### config.mk
export PLATFORM = sky130hd
export DESIGN_NAME = rca_mp_sequencer
export DESIGN_NICKNAME = d
export VERILOG_FILES = /design/src/rtl/rca_mp_sequencer.sv
export SDC_FILE = /design/constraint.sdc
export NUM_CORES = 1
export LEC_CHECK = 0
export CORE_ASPECT_RATIO = 0.8
export CORE_UTILIZATION = 48
export DETAILED_ROUTE_END_ITERATION = 8
export PLACE_DENSITY = 0.87
export SLEW_MARGIN = 0
export SYNTH_ARGS = -nofsm -noshare
export SYNTH_HDL_FRONTEND = slang
export SYNTH_HIERARCHICAL = 1
export SYNTH_SLANG_ARGS = --single-unit
export TNS_END_PERCENT = 1
### constraint.sdc
create_clock -name clk -period 88.7 [get_ports clk]
set_input_delay 17.74 -clock clk [delete_from_list [all_inputs] [get_ports clk]]
set_output_delay 17.74 -clock clk [all_outputs]
set_load 0.005 [all_outputs]
### src/rtl/rca_mp_sequencer.sv
// Word-serial multi-precision add/subtract controller around one 64-bit RCA.
// Define RCA_SEQ_OVF_EN to build the signed-overflow flag (ovf tied to 0 otherwise).

module rca64 (
    input  logic [63:0] a,
    input  logic [63:0] b,
    input  logic        cin,
    output logic [63:0] sum,
    output logic        cout
);
    logic [64:0] c;

    always_comb begin
        c    = '0;
        sum  = '0;
        c[0] = cin;
        for (int i = 0; i < 64; i++) begin
            sum[i]   = a[i] ^ b[i] ^ c[i];
            c[i + 1] = (a[i] & b[i]) | (c[i] & (a[i] ^ b[i]));
        end
    end

    assign cout = c[64];
endmodule

module rca_mp_sequencer #(
    parameter int WORDS = 4
) (
    input  logic        clk,
    input  logic        rst,
    input  logic        start,
    input  logic        op,
    input  logic        cin,
    input  logic        in_valid,
    output logic        in_ready,
    input  logic [63:0] a_word,
    input  logic [63:0] b_word,
    output logic        out_valid,
    input  logic        out_ready,
    output logic [63:0] sum_word,
    output logic        out_last,
    output logic        busy,
    output logic        done,
    output logic        cout,
    output logic        ovf
);
    localparam int CW = (WORDS > 1) ? $clog2(WORDS) : 1;
    localparam logic [CW-1:0] LAST = CW'(WORDS - 1);

    typedef enum logic [1:0] {
        IDLE,
        RUN,
        FLUSH
    } state_t;

    state_t        state_q, state_d;
    logic [CW-1:0] cnt_q, cnt_d;
    logic          carry_q, carry_d;
    logic          op_q, op_d;
    logic [63:0]   sum_q, sum_d;
    logic          vld_q, vld_d;
    logic          last_q, last_d;
    logic          done_q, done_d;
    logic          cout_q, cout_d;

    logic [63:0]   b_eff;
    logic [63:0]   add_sum;
    logic          add_cout;
    logic          beat;
    logic          out_hs;
    logic          last_beat;

    assign b_eff = op_q ? ~b_word : b_word;

    rca64 u_add (
        .a    (a_word),
        .b    (b_eff),
        .cin  (carry_q),
        .sum  (add_sum),
        .cout (add_cout)
    );

    assign in_ready  = (state_q == RUN) && (!vld_q || out_ready);
    assign beat      = in_ready && in_valid;
    assign out_hs    = vld_q && out_ready;
    assign last_beat = beat && (cnt_q == LAST);

    always_comb begin
        state_d = state_q;
        cnt_d   = cnt_q;
        carry_d = carry_q;
        op_d    = op_q;
        sum_d   = sum_q;
        vld_d   = vld_q;
        last_d  = last_q;
        done_d  = 1'b0;
        cout_d  = cout_q;

        unique case (state_q)
            IDLE: begin
                if (start) begin
                    state_d = RUN;
                    op_d    = op;
                    carry_d = cin ^ op;
                    cnt_d   = '0;
                end
            end
            RUN: begin
                if (last_beat) begin
                    state_d = FLUSH;
                end
            end
            FLUSH: begin
                if (out_hs) begin
                    state_d = IDLE;
                    done_d  = 1'b1;
                end
            end
            default: state_d = IDLE;
        endcase

        // A new beat reloads the output register even while the old word drains.
        if (beat) begin
            sum_d   = add_sum;
            carry_d = add_cout;
            cnt_d   = cnt_q + CW'(1);
            vld_d   = 1'b1;
            last_d  = (cnt_q == LAST);
        end else if (out_hs) begin
            vld_d  = 1'b0;
            last_d = 1'b0;
        end

        if (last_beat) begin
            cout_d = add_cout ^ op_q;
        end
    end

    always_ff @(posedge clk) begin
        if (rst) begin
            state_q <= IDLE;
            cnt_q   <= '0;
            carry_q <= 1'b0;
            op_q    <= 1'b0;
            sum_q   <= '0;
            vld_q   <= 1'b0;
            last_q  <= 1'b0;
            done_q  <= 1'b0;
            cout_q  <= 1'b0;
        end else begin
            state_q <= state_d;
            cnt_q   <= cnt_d;
            carry_q <= carry_d;
            op_q    <= op_d;
            sum_q   <= sum_d;
            vld_q   <= vld_d;
            last_q  <= last_d;
            done_q  <= done_d;
            cout_q  <= cout_d;
        end
    end

`ifdef RCA_SEQ_OVF_EN
    logic ovf_q, ovf_d;

    // Carry into the MSB xor carry out of it, using the inverted B for subtract.
    always_comb begin
        ovf_d = ovf_q;
        if (last_beat) begin
            ovf_d = a_word[63] ^ b_eff[63] ^ add_sum[63] ^ add_cout;
        end
    end

    always_ff @(posedge clk) begin
        if (rst) begin
            ovf_q <= 1'b0;
        end else begin
            ovf_q <= ovf_d;
        end
    end

    assign ovf = ovf_q;
`else
    assign ovf = 1'b0;
`endif

    assign out_valid = vld_q;
    assign sum_word  = sum_q;
    assign out_last  = last_q;
    assign busy      = (state_q != IDLE);
    assign done      = done_q;
    assign cout      = cout_q;
endmodule

==> results of run 1 <==
-- power groups by stage --
stage	Clock [µW]	Sequential, µW	Combinational, µW
floorplan	0	37.8	18.6
global placement	0	37.9	33.5
detailed placement	0	38.1	34.9
CTS	39.9	37.4	35.4
global route	41.7	37.7	39.1
finish	39.1	37.4	35.3
-- area by class of cell --
| cell class | instances | area, µm² |
|---|---|---|
| Multi-Input combinational cell | 363 | 3360 |
| Timing Repair Buffer | 212 | 2090 |
| Clock buffer | 11 | 243 |
| Tap cell | 140 | 175 |
| Sequential cell | 74 | 1490 |
| Clock inverter | 5 | 76.3 |
| Inverter | 11 | 41.3 |
| Fill cell | 775 | 2940 |
-- flip-flops by register name (all words and copies together), names as in the netlist --
register / cells
out_last: 1
carry_q: 1
state_q: 2
done: 1
out_valid: 1
op_q: 1
cnt_q: 2
cout: 1
sum_word: 64
-- through the flow --
stage / instances / instance area (µm²) / hold WS [ps] / power (µW) / worst slack (ps)
after floorplan: 512 / 5210 / 460 / 56.3 / 46290
after CTS: 816 / 7470 / 467 / 113 / 44810
after detailed placement: 800 / 7150 / 459 / 73.0 / 44450
after global routing: 816 / 7470 / 482 / 118 / 44050
after global placement: 800 / 7150 / 454 / 71.4 / 45250
final: 816 / 7470 / 469 / 112 / 44710
-- metal layers --
metal	vias up	part of all wire	routed length [µm]	GRT usage
li1	2165	-	-	-
met1	2328	0.39	6020	0.338
met2	252	0.50	7680	0.487
met3	37	0.074	1130	0.0688
met4	0	0.031	467	0.124
met5	-	0	0	0
-- Yosys cell counts --
| cell | instances | area [µm²] |
|---|---|---|
| inv_1 | 10 | 37.5 |
| nand2_1 | 3 | 11.3 |
| or4_1 | 1 | 7.51 |
| o31ai_1 | 64 | 480 |
| or2_2 | 1 | 6.26 |
| dfxtp_1 | 74 | 1480 |
| buf_6 | 5 | 56.3 |
| mux2i_1 | 1 | 10.0 |
| buf_4 | 10 | 75.1 |
| inv_2 | 1 | 3.75 |
| buf_2 | 27 | 135 |
| xnor2_1 | 1 | 8.76 |
| nand4_1 | 67 | 419 |
| a21oi_1 | 70 | 350 |
| nor2b_1 | 3 | 18.8 |
| ha_1 | 1 | 12.5 |
| nand4b_1 | 1 | 8.76 |
| o21ba_2 | 1 | 10.0 |
| o41ai_1 | 1 | 8.76 |
| nor3_1 | 2 | 10.0 |
| a311oi_2 | 1 | 15.0 |
| xor2_1 | 65 | 569 |
| nor2_1 | 5 | 18.8 |
| fa_1 | 64 | 1280 |
| clkbuf_1 | 22 | 82.6 |
| or3b_2 | 1 | 8.76 |
| nand2b_1 | 3 | 18.8 |
| conb_1 | 1 | 3.75 |
| nor3b_1 | 1 | 7.51 |
| a2111oi_2 | 1 | 15.0 |
| o311ai_1 | 3 | 26.3 |
| a41oi_1 | 1 | 8.76 |
-- path summary, 6_finish.rpt --
path                                                from                         to  slack (ps)  cells after the start
worst max-delay path                           b_word[0]  sum_word[63]$_SDFFE_PP0P_       44710                     72
worst min-delay path            sum_word[3]$_SDFFE_PP0P_   sum_word[3]$_SDFFE_PP0P_         470                      2
worst max register to register         op_q$_SDFFE_PP0P_  sum_word[63]$_SDFFE_PP0P_       61870                     71
worst min register to register  sum_word[3]$_SDFFE_PP0P_   sum_word[3]$_SDFFE_PP0P_         470                      2
-- cell usage in the layout (no fill, tap or decap), types with 3 or more instances in the layout --
master | Yosys | layout
o311ai_1 | 3 | 3
nand4_1 | 67 | 67
xor2_1 | 65 | 65
clkdlybuf4s50_1 | 0 | 202
dfxtp_1 | 74 | 73
buf_4 | 10 | 8
nor2_1 | 5 | 5
fa_1 | 64 | 64
nand2_1 | 3 | 3
a21oi_1 | 70 | 70
inv_1 | 10 | 10
clkbuf_16 | 0 | 9
o31ai_1 | 64 | 64
-- cells by family after synthesis --
kind of cell / count (synthesis) / share of synthesized area
other: 1 / 0.000720
multiplexers: 1 / 0.00192
XOR/XNOR: 66 / 0.111
flip-flops: 74 / 0.284
buffers and inverters: 75 / 0.0750
AND/OR/NAND/NOR: 88 / 0.103
adder cells (fa/ha/maj): 65 / 0.248
AO/OA/AOI/OAI: 142 / 0.176
-- worst reg2reg max path, delay by kind of cell (launching register included) --
kind / cells / cell delay [ps]
compound gates: 1 / 180
simple gates: 1 / 70
xor+xnor: 1 / 190
flops: 1 / 650
buf+inv: 4 / 250
fa+ha+maj: 64 / 25400
==> qor.txt, run 1 <==
outcome -> finished, final reports clean
DR DRC count -> 0
internal power -> 79.6 µW
GRT Util Overall -> 0.281
final wirelength -> 15,300 µm
switching share of power -> 0.288
total CTS buffers -> 9
# nets final -> 871
crit-path leading delay family -> adder cells
CP arrival -> 44,240 ps
Routed Antenna Nets -> 0
FMAX -> 22.7 MHz
fin crit share -> 0.496
critical path launch point type -> primary input
kind of critical path -> in2reg
Clk Latency, worst-skew pair -> 330 ps
Initial Util -> 0.500
Most common cell on crit path -> fa_1
sequential area share after synthesis -> 0.284
Gates resized, CTS repair -> 0
maximum VDD drop -> 10.1 µV
crit path capture type -> flop
Buf/Inv on CP -> 5
critical-path maximum fanout -> 1
vias -> 4,782
core area -> 10,400 µm²
clk buf depth -> 2
die area -> 11,300 µm²
post-layout min period -> 43,990 ps
share of layout cells above drive strength 1 -> 0.0533
Max Slew Vio Count -> 0
post-synth cell types -> 32
Clock Tree Root -> clkbuf_16
largest net degree at the start of global routing -> 76
dpl hpwl -> 10,500 µm
clock slew at reported path FFs -> 60 ps
Die Y -> 95.2 µm
Rel. slew slack -> 0.439
Syn Std Cell Area -> 5210 µm²
syn avg cell area -> 10.2 µm²
Least-Margin Pin Slew -> 841 ps
Hold Crit Class -> reg2reg
first-pass GRT wire length -> 24,700 µm
number of global-route vias before repair -> 4,841
post-layout util -> 0.718
GRT overflow -> 0
synth warn -> 6
Pleak -> 0.00280 µW
combinational share of power -> 0.316
max-cap viol count -> 0
Seq cells post-synth -> 74
sequential power share -> 0.334
clock share of power -> 0.350
# clock sinks -> 74
Switch Pwr -> 32.2 µW
RSZ-0062 raised after global routing -> no
Worst path max stage delay -> 500 ps
port buffer count -> 204
clock skew -> 3.74 ps
syn_nets -> 712
die width -> 118 µm
slowest CP cell -> fa_1
Via density -> 5.86
Wirelength per Cell -> 18.8 µm
Setup Buffers After CTS -> 0
GP Congestion -> 0.854
row cnt -> 33
Initial DRT Pass Iterations -> 4
Iter 0 DRT Violations -> 333
CTS H-Tree Depth -> 3
synthesized instance count -> 512
CTS tree -> yes
CTS Hold Bufs -> 0
CP Data Required Time -> 88,950 ps
io pins -> 206
synthesis-to-finish area growth -> 43.4%
ant diodes -> 0
Sum Neg Setup Slack -> 0 ps
initial antenna violation count -> 0
pwr/cell area -> 15.0 nW/µm²
final number of hold-violating endpoints -> 0
Final Setup Violations -> 0
Note: power is estimated with default switching activity, not from simulation.
==> run 2: changes to the inputs <==
--- a/config.mk
+++ b/config.mk
@@ -6,9 +6,9 @@
 export NUM_CORES = 1
 export LEC_CHECK = 0
 export CORE_ASPECT_RATIO = 0.8
-export CORE_UTILIZATION = 48
+export CORE_UTILIZATION = 45
 export DETAILED_ROUTE_END_ITERATION = 8
-export PLACE_DENSITY = 0.87
+export PLACE_DENSITY = 0.83
 export SLEW_MARGIN = 0
 export SYNTH_ARGS = -nofsm -noshare
 export SYNTH_HDL_FRONTEND = slang
==> constraint.sdc (replaced) <==
create_clock -name clk -period 41.2 [get_ports clk]
set_input_delay 8.24 -clock clk [delete_from_list [all_inputs] [get_ports clk]]
set_output_delay 8.24 -clock clk [all_outputs]
set_load 0.005 [all_outputs]
==> run 2 against run 1 <==
  * Combinational power rose by 110%
  * Global-route usage fell by 4.4 points
  * Via count down 3.7%
  * Die area is 6.5% higher
  * Clock power increased by 120%
==> qor.txt, run 2 (synthesis results as in run 1) <==
number of global-route vias before repair -> 4,702 (-2.9%)
clock skew -> 11.6 ps (+7.81 ps)
Initial Util -> 0.471 (-0.0297)
most frequent cells in the layout -> clkdlybuf4s50_1, dfxtp_1, a21oi_1
DR DRC count -> 0 (unchanged)
row cnt -> 34 (+3.0%)
M1 GR Usage -> 0.281 (-0.0565)
GRT Util Overall -> 0.237 (-0.0440)
worst hold path depth -> 2 (unchanged)
crit path capture type -> flop
commonest non-fill, non-tap cell in the layout -> clkdlybuf4s50_1
first-pass GRT wire length -> 22,700 µm (-8.1%)
Iter 0 DRT Violations -> 223 (-33%)
Most Crowded Layer GR -> met2
vias -> 4,607 (-3.7%)
final wirelength -> 14,000 µm (-8.4%)
CP Data Required Time -> 41,450 ps (-47,500 ps)
Rel. slew slack -> 0.219 (-0.221)
GP Congestion -> 0.767 (-10%)
Reg2Reg Launch Point -> op_q$_SDFFE_PP0P_
Clk Latency, worst-skew pair -> 330 ps (about the same)
clk buf depth -> 2 (unchanged)
Routed Antenna Nets -> 0 (unchanged)
Clock Tree Root -> clkbuf_16
fin crit share -> 0.828
slowest CP cell -> fa_1
critical path launch point type -> primary input
Switch Pwr -> 68.8 µW (+110%)
final number of hold-violating endpoints -> 0 (unchanged)
Buf/Inv on CP -> 5 (unchanged)
Final Setup Violations -> 0 (unchanged)
kind of critical path -> in2reg
synthesis-to-finish area growth -> 43.5% (about the same)
RR Endpoint -> sum_word[63]$_SDFFE_PP0P_
RSZ-0062 raised after global routing -> no
largest net degree at the start of global routing -> 76 (unchanged)
internal power -> 170 µW (+110%)
critical-path maximum fanout -> 1 (unchanged)
crit-path leading delay family -> adder cells
Gates resized, CTS repair -> 0 (unchanged)
CP arrival -> 34,370 ps (-9870 ps)
Setup Buffers After CTS -> 0 (unchanged)
Pleak -> 0.00279 µW (-0.44%)
share of layout cells above drive strength 1 -> 0.0533 (+0.0000789)
clock slew at reported path FFs -> 70 ps (about the same)
max-cap viol count -> 0 (unchanged)
switching share of power -> 0.289 (+0.000384)
port buffer count -> 204 (unchanged)
initial antenna violation count -> 0 (unchanged)
Most common cell on crit path -> fa_1
Wirelength per Cell -> 17.1 µm (-8.8%)
sequential power share -> 0.335 (about the same)
max FFs per register -> 64 (unchanged)
# clock sinks -> 74 (unchanged)
post-layout min period -> 34,120 ps
Initial DRT Pass Iterations -> 5 (+1)
Hold Path End -> sum_word[56]$_SDFFE_PP0P_
clock share of power -> 0.353 (+0.003)
die width -> 122 µm (+3.2%)
pwr/cell area -> 31.9 nW/µm² (+110%)
Least-Margin Pin Slew -> 1170 ps (+329 ps)
R2R cell count -> 70 (-1.4%)
FMAX -> 29.3 MHz
Hold Crit Class -> reg2reg
Sum Neg Setup Slack -> 0 ps (unchanged)
maximum VDD drop -> 24.9 µV (+150%)
met3 Usage GRT -> 0.0502 (-0.0185)
dpl hpwl -> 9910 µm (-5.3%)
CTS H-Tree Depth -> 3 (unchanged)
post-layout util -> 0.676 (-0.0421)
die area -> 12,000 µm² (+6.5%)
met2 GRT Util -> 0.419 (-0.0681)
CTS tree -> yes
io pins -> 206 (unchanged)
Worst path max stage delay -> 480 ps (-20 ps)
combinational share of power -> 0.312 (-0.004)
# nets final -> 870 (-0.11%)
min-delay src -> sum_word[56]$_SDFFE_PP0P_
r2r setup slk -> 15,000 ps (-46,870 ps)
Max Slew Vio Count -> 0 (unchanged)
Total Power -> 238 µW (+110%)
total CTS buffers -> 9 (unchanged)
Die Y -> 98.2 µm (+3.2%)
Via density -> 5.63 (-4.0%)
fillers -> 868 (+12%)
outcome -> finished, final reports clean
GRT overflow -> 0 (unchanged)
ant diodes -> 0 (unchanged)
core area -> 11,100 µm² (+6.3%)
CTS Hold Bufs -> 0 (unchanged)
-- run 2: changes by cell type in the layout (fill, tap and decap cells not counted), sizes merged --
cell      previous run  this run
buf                 10         9
clkbuf              11         9
clkinvlp             0         2
-- run 2: how the worst max path moves through the flow --
stage                         start                   endpoint  slack (ps)  cells past startpoint
after global placement    b_word[0]          cout$_SDFFE_PP0P_        7270                     72
after global routing      b_word[0]       carry_q$_SDFFE_PP0P_        6400                     73
after floorplan           b_word[0]  sum_word[63]$_SDFFE_PP0P_        8290                     71
after detailed placement  b_word[0]  sum_word[63]$_SDFFE_PP0P_        6770                     72
final                     b_word[0]  sum_word[63]$_SDFFE_PP0P_        7080                     72
after CTS                 b_word[0]  sum_word[63]$_SDFFE_PP0P_        7150                     72
-- run 2: final cells by class --
cell class	count	area, µm²	area share
Inverter	11	41.3	0.00552
Clock inverter	7	101	0.0136
Multi-Input combinational cell	363	3360	0.449
Clock buffer	9	225	0.0301
Tap cell	144	180	0.0241
Timing Repair Buffer	211	2080	0.279
Sequential cell	74	1490	0.199
-- run 2: worst register-to-register path, delay by kind of cell (launching register included) --
family	cells	cell delay, ps
flip-flops	1	360
AO/OA/AOI/OAI	1	170
XOR/XNOR	1	210
buffers and inverters	5	1030
adder cells (fa/ha/maj)	62	24280
AND/OR/NAND/NOR	1	70
-- run 2: per-stage QoR --
stage          cell area, µm²  hold slack (ps)  setup WS [ps]  instances
4_1_cts                  7470              471           7150        819
6_report                 7470              468           7080        819
2_1_floorplan            5210              460           8290        512
3_3_place_gp             7150              454           7270        803
5_1_grt                  7470              489           6400        819
3_5_place_dp             7150              462           6770        803
-- run 2: power groups by stage --
stage	clock network, µW	logic [µW]	registers (µW)
finish	84.3	74.3	79.9
global route	90.1	83.2	80.6
CTS	86.4	74.9	79.9
detailed placement	0	74.0	81.5
global placement	0	72.0	81.2
floorplan	0	39.9	81.3
-- run 2: routing by layer --
layer	part of all wire	wire length, µm
met5	0	0
met4	0.026	369
met3	0.062	864
met2	0.52	7230
met1	0.40	5550
